[config.mk]
export PLATFORM = sky130hd
export DESIGN_NAME = balu_seq
export DESIGN_NICKNAME = d
export VERILOG_FILES = /design/src/rtl/balu_seq.sv
export SDC_FILE = /design/constraint.sdc
export NUM_CORES = 1
export LEC_CHECK = 0
export CORE_AREA = 8 8 148 150
export DETAILED_ROUTE_END_ITERATION = 10
export DIE_AREA = 0 0 156 158
export PLACE_DENSITY = 0.82
export SYNTH_ARGS = -nofsm -noshare
export SYNTH_HDL_FRONTEND = slang
export SYNTH_SLANG_ARGS = --single-unit
[constraint.sdc]
create_clock -name clk -period 13.3 [get_ports clk]
set_input_delay 3.99 -clock clk [delete_from_list [all_inputs] [get_ports clk]]
set_output_delay 3.99 -clock clk [all_outputs]
set_load 0.01 [all_outputs]
[src/rtl/balu_seq.sv]
// Handshaked bit-manipulation unit: single-bit, rotate and byte ops in one
// cycle; CLZ/CTZ/CPOP iterate CHUNK bits per cycle with a fixed latency.
module balu_seq #(
  parameter int unsigned XLEN  = 32,
  parameter int unsigned CHUNK = 8
) (
  input  logic            clk,
  input  logic            rstn,
  input  logic            flush,
  input  logic            in_valid,
  output logic            in_ready,
  input  logic [XLEN-1:0] num1,
  input  logic [XLEN-1:0] num2,
  input  logic [7:0]      mode_sel,
  output logic            out_valid,
  input  logic            out_ready,
  output logic [XLEN-1:0] ans,
  output logic            error,
  output logic            busy
);

  localparam int unsigned SH_W  = $clog2(XLEN);
  localparam int unsigned N     = XLEN / CHUNK;
  localparam int unsigned IDX_W = (N > 1) ? $clog2(N) : 1;
  localparam int unsigned CNT_W = $clog2(XLEN + 1);
  localparam int unsigned CW    = $clog2(CHUNK + 1);
  localparam int unsigned NB    = XLEN / 8;

  localparam logic [7:0] M_BCLR = 8'h30;
  localparam logic [7:0] M_BEXT = 8'h31;
  localparam logic [7:0] M_BINV = 8'h32;
  localparam logic [7:0] M_BSET = 8'h33;
  localparam logic [7:0] M_CLZ  = 8'h34;
  localparam logic [7:0] M_CPOP = 8'h35;
  localparam logic [7:0] M_CTZ  = 8'h36;
  localparam logic [7:0] M_ROL  = 8'h37;
  localparam logic [7:0] M_ROR  = 8'h38;
  localparam logic [7:0] M_REV8 = 8'h39;
  localparam logic [7:0] M_ORCB = 8'h3A;

  typedef enum logic [1:0] {S_IDLE = 2'd0, S_COUNT = 2'd1, S_DONE = 2'd2} state_e;
  typedef enum logic [1:0] {C_CLZ = 2'd0, C_CTZ = 2'd1, C_CPOP = 2'd2} cop_e;

  state_e           state_q, state_d;
  cop_e             cop_q, cop_d;
  logic             in_ready_q, in_ready_d;
  logic             out_valid_q, out_valid_d;
  logic             busy_q, busy_d;
  logic [XLEN-1:0]  ans_q, ans_d;
  logic             error_q, error_d;
  logic [XLEN-1:0]  opnd_q, opnd_d;
  logic [CNT_W-1:0] acc_q, acc_d;
  logic [IDX_W-1:0] idx_q, idx_d;
  logic             found_q, found_d;

  logic [SH_W-1:0]   sh;
  logic [XLEN-1:0]   bit_mask;
  logic [2*XLEN-1:0] rol_dbl, ror_dbl;
  logic [XLEN-1:0]   rev8_res, orcb_res;
  logic [XLEN-1:0]   simple_res;
  logic              simple_err;
  logic              is_count;
  cop_e              cop_sel;
  logic [CHUNK-1:0]  chunk_hi, chunk_lo;
  logic              unused_num2;

  assign sh          = num2[SH_W-1:0];
  assign unused_num2 = ^num2[XLEN-1:SH_W];
  assign chunk_hi    = opnd_q[XLEN-1 -: CHUNK];
  assign chunk_lo    = opnd_q[CHUNK-1:0];

  function automatic logic [CW-1:0] lz_chunk(input logic [CHUNK-1:0] c);
    logic [CW-1:0] n;
    logic          hit;
    n   = '0;
    hit = 1'b0;
    for (int i = CHUNK - 1; i >= 0; i--) begin
      if (!hit) begin
        if (c[i]) hit = 1'b1;
        else      n   = n + CW'(1);
      end
    end
    return n;
  endfunction

  function automatic logic [CW-1:0] tz_chunk(input logic [CHUNK-1:0] c);
    logic [CW-1:0] n;
    logic          hit;
    n   = '0;
    hit = 1'b0;
    for (int i = 0; i < CHUNK; i++) begin
      if (!hit) begin
        if (c[i]) hit = 1'b1;
        else      n   = n + CW'(1);
      end
    end
    return n;
  endfunction

  function automatic logic [CW-1:0] pop_chunk(input logic [CHUNK-1:0] c);
    logic [CW-1:0] n;
    n = '0;
    for (int i = 0; i < CHUNK; i++) n = n + CW'(c[i]);
    return n;
  endfunction

  // Single-cycle results; rotates use a doubled operand so no shift reaches XLEN
  always_comb begin
    bit_mask = XLEN'(1) << sh;
    rol_dbl  = {num1, num1} << sh;
    ror_dbl  = {num1, num1} >> sh;
    rev8_res = '0;
    orcb_res = '0;
    for (int b = 0; b < NB; b++) begin
      rev8_res[8*b +: 8] = num1[XLEN-8-8*b +: 8];
      orcb_res[8*b +: 8] = {8{|num1[8*b +: 8]}};
    end
    simple_res = '0;
    simple_err = 1'b0;
    is_count   = 1'b0;
    cop_sel    = C_CLZ;
    case (mode_sel)
      M_BCLR: simple_res = num1 & ~bit_mask;
      M_BEXT: simple_res = {{(XLEN-1){1'b0}}, num1[sh]};
      M_BINV: simple_res = num1 ^ bit_mask;
      M_BSET: simple_res = num1 | bit_mask;
      M_CLZ:  begin is_count = 1'b1; cop_sel = C_CLZ;  end
      M_CPOP: begin is_count = 1'b1; cop_sel = C_CPOP; end
      M_CTZ:  begin is_count = 1'b1; cop_sel = C_CTZ;  end
      M_ROL:  simple_res = rol_dbl[2*XLEN-1:XLEN];
      M_ROR:  simple_res = ror_dbl[XLEN-1:0];
      M_REV8: simple_res = rev8_res;
      M_ORCB: simple_res = orcb_res;
      default: simple_err = 1'b1;
    endcase
  end

  // Next-state and registered-output logic
  always_comb begin
    state_d     = state_q;
    cop_d       = cop_q;
    in_ready_d  = in_ready_q;
    out_valid_d = out_valid_q;
    busy_d      = busy_q;
    ans_d       = ans_q;
    error_d     = error_q;
    opnd_d      = opnd_q;
    acc_d       = acc_q;
    idx_d       = idx_q;
    found_d     = found_q;

    case (state_q)
      S_IDLE: begin
        if (in_valid) begin
          in_ready_d = 1'b0;
          if (is_count) begin
            opnd_d  = num1;
            cop_d   = cop_sel;
            acc_d   = '0;
            idx_d   = '0;
            found_d = 1'b0;
            busy_d  = 1'b1;
            state_d = S_COUNT;
          end else begin
            ans_d       = simple_res;
            error_d     = simple_err;
            out_valid_d = 1'b1;
            state_d     = S_DONE;
          end
        end
      end

      S_COUNT: begin
        idx_d = idx_q + IDX_W'(1);
        case (cop_q)
          C_CLZ: begin
            opnd_d = opnd_q << CHUNK;
            if (!found_q) begin
              if (chunk_hi == '0) acc_d = acc_q + CNT_W'(CHUNK);
              else begin
                acc_d   = acc_q + CNT_W'(lz_chunk(chunk_hi));
                found_d = 1'b1;
              end
            end
          end
          C_CTZ: begin
            opnd_d = opnd_q >> CHUNK;
            if (!found_q) begin
              if (chunk_lo == '0) acc_d = acc_q + CNT_W'(CHUNK);
              else begin
                acc_d   = acc_q + CNT_W'(tz_chunk(chunk_lo));
                found_d = 1'b1;
              end
            end
          end
          default: begin
            opnd_d = opnd_q >> CHUNK;
            acc_d  = acc_q + CNT_W'(pop_chunk(chunk_lo));
          end
        endcase
        if (idx_q == IDX_W'(N - 1)) begin
          ans_d       = XLEN'(acc_d);
          error_d     = 1'b0;
          busy_d      = 1'b0;
          out_valid_d = 1'b1;
          state_d     = S_DONE;
        end
      end

      S_DONE: begin
        if (out_ready) begin
          out_valid_d = 1'b0;
          in_ready_d  = 1'b1;
          state_d     = S_IDLE;
        end
      end

      default: begin
        out_valid_d = 1'b0;
        busy_d      = 1'b0;
        in_ready_d  = 1'b1;
        state_d     = S_IDLE;
      end
    endcase

    // Abort wins over any accept or hand-off this cycle
    if (flush) begin
      state_d     = S_IDLE;
      in_ready_d  = 1'b1;
      out_valid_d = 1'b0;
      busy_d      = 1'b0;
    end
  end

  always_ff @(posedge clk or negedge rstn) begin
    if (!rstn) begin
      state_q     <= S_IDLE;
      cop_q       <= C_CLZ;
      in_ready_q  <= 1'b1;
      out_valid_q <= 1'b0;
      busy_q      <= 1'b0;
      ans_q       <= '0;
      error_q     <= 1'b0;
      opnd_q      <= '0;
      acc_q       <= '0;
      idx_q       <= '0;
      found_q     <= 1'b0;
    end else begin
      state_q     <= state_d;
      cop_q       <= cop_d;
      in_ready_q  <= in_ready_d;
      out_valid_q <= out_valid_d;
      busy_q      <= busy_d;
      ans_q       <= ans_d;
      error_q     <= error_d;
      opnd_q      <= opnd_d;
      acc_q       <= acc_d;
      idx_q       <= idx_d;
      found_q     <= found_d;
    end
  end

  assign in_ready  = in_ready_q;
  assign out_valid = out_valid_q;
  assign busy      = busy_q;
  assign ans       = ans_q;
  assign error     = error_q;

endmodule

==> parameters.txt <==
Parameter                              Value

STA
  Summed negative setup slack over all endpoints    0 ns
  Worst clock skew on the final layout    0.0151 ns
  Transition at the pin with the smallest max-transition slack    1.40 ns
  Pins Over Slew Limit    0
  Final number of hold-violating endpoints    0
  Shortest clock period the worst path allows after layout    8.19 ns
  Highest achievable clock rate    0.122 GHz
  Post-route fraction of the period consumed by the critical path    0.616
  Worst slew slack as a fraction of its limit    0.0403
  Setup-failing EPs final    0
  Setup repair after global routing missed its margin    no

Cells and area
  Storage cell area    2030 um2
  Ratio of cells with drive above 1 in the final layout    0.111
  Most common library cell in the layout ignoring fill and taps    nand2_1
  Layout Cells excl Fill    1,658
  Post-layout nets    1,560
  Filler instances    1,685
  Multi-input gate area    8620 um2
  Commonest cells after routing, fill and taps aside    nand2_1 (190), nor2_1 (106), mux2i_1 (94)
  Antenna diode count    0
  Area growth from synthesis to final layout    9.42%

Min path
  Min-delay src    error$_DFFE_PN0P_
  Worst hold path type    reg2reg
  Number of cells traversed by the worst hold path    2

Worst setup path
  Critical path data arrival time    8.41 ns
  WP depth    8
  Series of cell instances along the critical path    clkdlybuf4s50_1, nand2_1, nand3_1, a31o_2, o21ai_1, a2111oi_0, o221ai_1, a2bb2oi_1
  Timing startpoint of the critical path    mode_sel[1]
  CP Class    in2reg
  Buf+Inv Stages, Crit Path    1
  CP max stage delay    1.05 ns
  Critical R2R Launch    opnd_q[31]$_DFFE_PN0P_
  Register-to-Register Path Depth    23
  Top Family by Delay on Critical Path    compound AO/OA/AOI/OAI gates
  Endpoint class of the critical path    flop
  Data required time of the worst path    13.52 ns
  Worst Path Max Fanout    16
  CP startpoint kind    input pin
  Slowest stage cell on the critical path    clkdlybuf4s50_1

Synth
  Total of warnings raised by yosys    0
  Synth area leaders    dfrtp_1 (17%), mux4_2 (11%), ha_1 (10%)
  Number of standard cells after synthesis    1,402
  Netlist cell types    76
  Flip-flop cell with the highest count after synthesis    dfrtp_1
  Number of flops mapped to enable cells by yosys    0
  Async set-or-reset flop fraction in the synthesized netlist    1.00
  Area leader, netlist    dfrtp_1
  Flops & latches, synth    81
  Post-Synthesis Mean Instance Area    8.20 um2
  Cell Area, Synth    11,500 um2
  Part of the Yosys area used for sequential elements    0.177
  Fraction of post-synthesis cell area in the top cell type by area    0.174
  Post-synthesis net count    1,579

Clock tree
  Total clock buffers created by CTS    9
  Clock Latency Late Sink    0.36 ns
  Deepest clock path buffer count    2
  Post-cts resize count    0
  Number of clock sinks    81
  Count of hold buffers inserted by post-cts repair    0
  Root Buffer    clkbuf_16
  Clock transition at the registers of the reported paths    0.07 ns
  TritonCTS clock tree    built
  H-tree depth    3
  Post-CTS repair timing setup buffer count    0

Routing
  Number of vias per cell    7.08
  1st-iter DRT viols    2,020
  Vias after detailed routing    11,700
  Antenna violation net count after detailed routing    0
  Routed wire length    40.1 mm
  Final routed DRC violation total    0
  Average wire per standard cell    24.2 um
  Number of iterations in the first detailed-routing pass    7

Global routing
  Maximum number of pins on one net before global-route repair    66
  Via count of the first global-routing pass    10,800
  Global-route wire length before repair    62.4 mm
  Number of antenna violations at the first check in global routing    0
  Overflow left after global routing    0
  Global Route Usage Sum    0.326

Place
  Weighted congestion at the end of routability-driven global placement    1.01
  Sum of net half-perimeters after detailed placement    28.7 mm
  Placed cell count    1,642
  Number of buffers inserted by port buffering    85

Power
  Worst voltage drop across the vdd grid    0.0000728 V
  Power, Total    1190 uW
  P_leak    0.00531 uW
  Pwr/cell area    94.8 nW/um2

Floorplan
  Die area    24,600 um2
  Cell row count    52
  Ports placed on the boundary    113
  Area inside the core boundary    19,700 um2
  Starting density of the core    0.583
  Die span in y    158 um
  Overall die width    156 um

Outcome
  Run status    completed

Flow run
  Number of violations of the max-capacitance limit    0
per-stage QoR:
stage,hold WS (ns),worst slack (ns),util,instance area (um2)
5_1_grt,0.509,5.11,0.638,12600
6_report,0.492,5.11,0.638,12600
2_1_floorplan,0.468,6.74,-,11500
3_5_place_dp,0.485,5.13,0.621,12300
3_3_place_gp,0.465,5.21,0.621,12300
4_1_cts,0.501,5.48,0.638,12600
kinds of logic after synthesis:
family	share of synthesized area
xor+xnor	0.0191
buf+inv	0.0757
fa+ha+maj	0.113
mux	0.221
simple gates	0.162
compound gates	0.232
flops	0.177
worst reg2reg max path: cells and delay by family, from the launching register on:
| family | cells | cell delay, ns |
|---|---|---|
| adder cells (fa/ha/maj) | 6 | 1.93 |
| buffers and inverters | 2 | 0.14 |
| multiplexers | 3 | 0.30 |
| AND/OR/NAND/NOR | 5 | 0.59 |
| flip-flops | 1 | 0.47 |
| AO/OA/AOI/OAI | 7 | 2.11 |
power breakdown:
group | internal [uW] | leakage, uW | switching [uW] | total [uW]
clock | 152 | 0.000154 | 124 | 275
combinational | 263 | 0.00408 | 355 | 618
sequential | 267 | 0.00107 | 31.6 | 298
cells in the mapped netlist (all sizes together) (18+ instances only):
library cell  count
ha               93
dfrtp            80
nor2            108
clkbuf          100
nand3            28
o21ai            90
o22ai            23
nand2           190
mux4             55
inv              70
mux2             32
a21oi            88
xnor2            18
mux2i            94
a221oi           18
buf              36
path summary, 6_finish.rpt:
check,slack [ns],endpoint
worst min-delay path,0.49,error$_DFFE_PN0P_
min in group asynchronous,3.48,ans[19]$_DFFE_PN0P_
max in group asynchronous,8.72,opnd_q[25]$_DFFE_PN0P_
worst max-delay path,5.11,ans[30]$_DFFE_PN0P_
worst min register to register,0.49,error$_DFFE_PN0P_
worst max register to register,7.60,ans[1]$_DFFE_PN0P_
layer usage:
| layer | track usage | vias up | share of wire |
|---|---|---|---|
| li1 | - | 5144 | - |
| met1 | 0.437 | 5504 | 0.39 |
| met4 | 0.145 | 0 | 0.045 |
| met5 | 0 | - | 0 |
| met3 | 0.105 | 160 | 0.15 |
| met2 | 0.472 | 938 | 0.42 |
registers in the layout, summed over array words and instances, names as in the netlist:
name and count:
acc_q 6, found_q 1, busy 1, error 1, in_ready 1, out_valid 1, state_q 2, cop_q 2
idx_q 2, opnd_q 32, ans 32
final cells by class:
| cell class | instances | area share |
|---|---|---|
| Multi-Input combinational cell | 1113 | 0.686 |
| Sequential cell | 81 | 0.161 |
| Timing Repair Buffer | 106 | 0.0792 |
| Tap cell | 270 | 0.0269 |
| Inverter | 72 | 0.0215 |
| Clock buffer | 9 | 0.0179 |
| Clock inverter | 7 | 0.00766 |
Note: power is estimated with default switching activity, not from simulation.
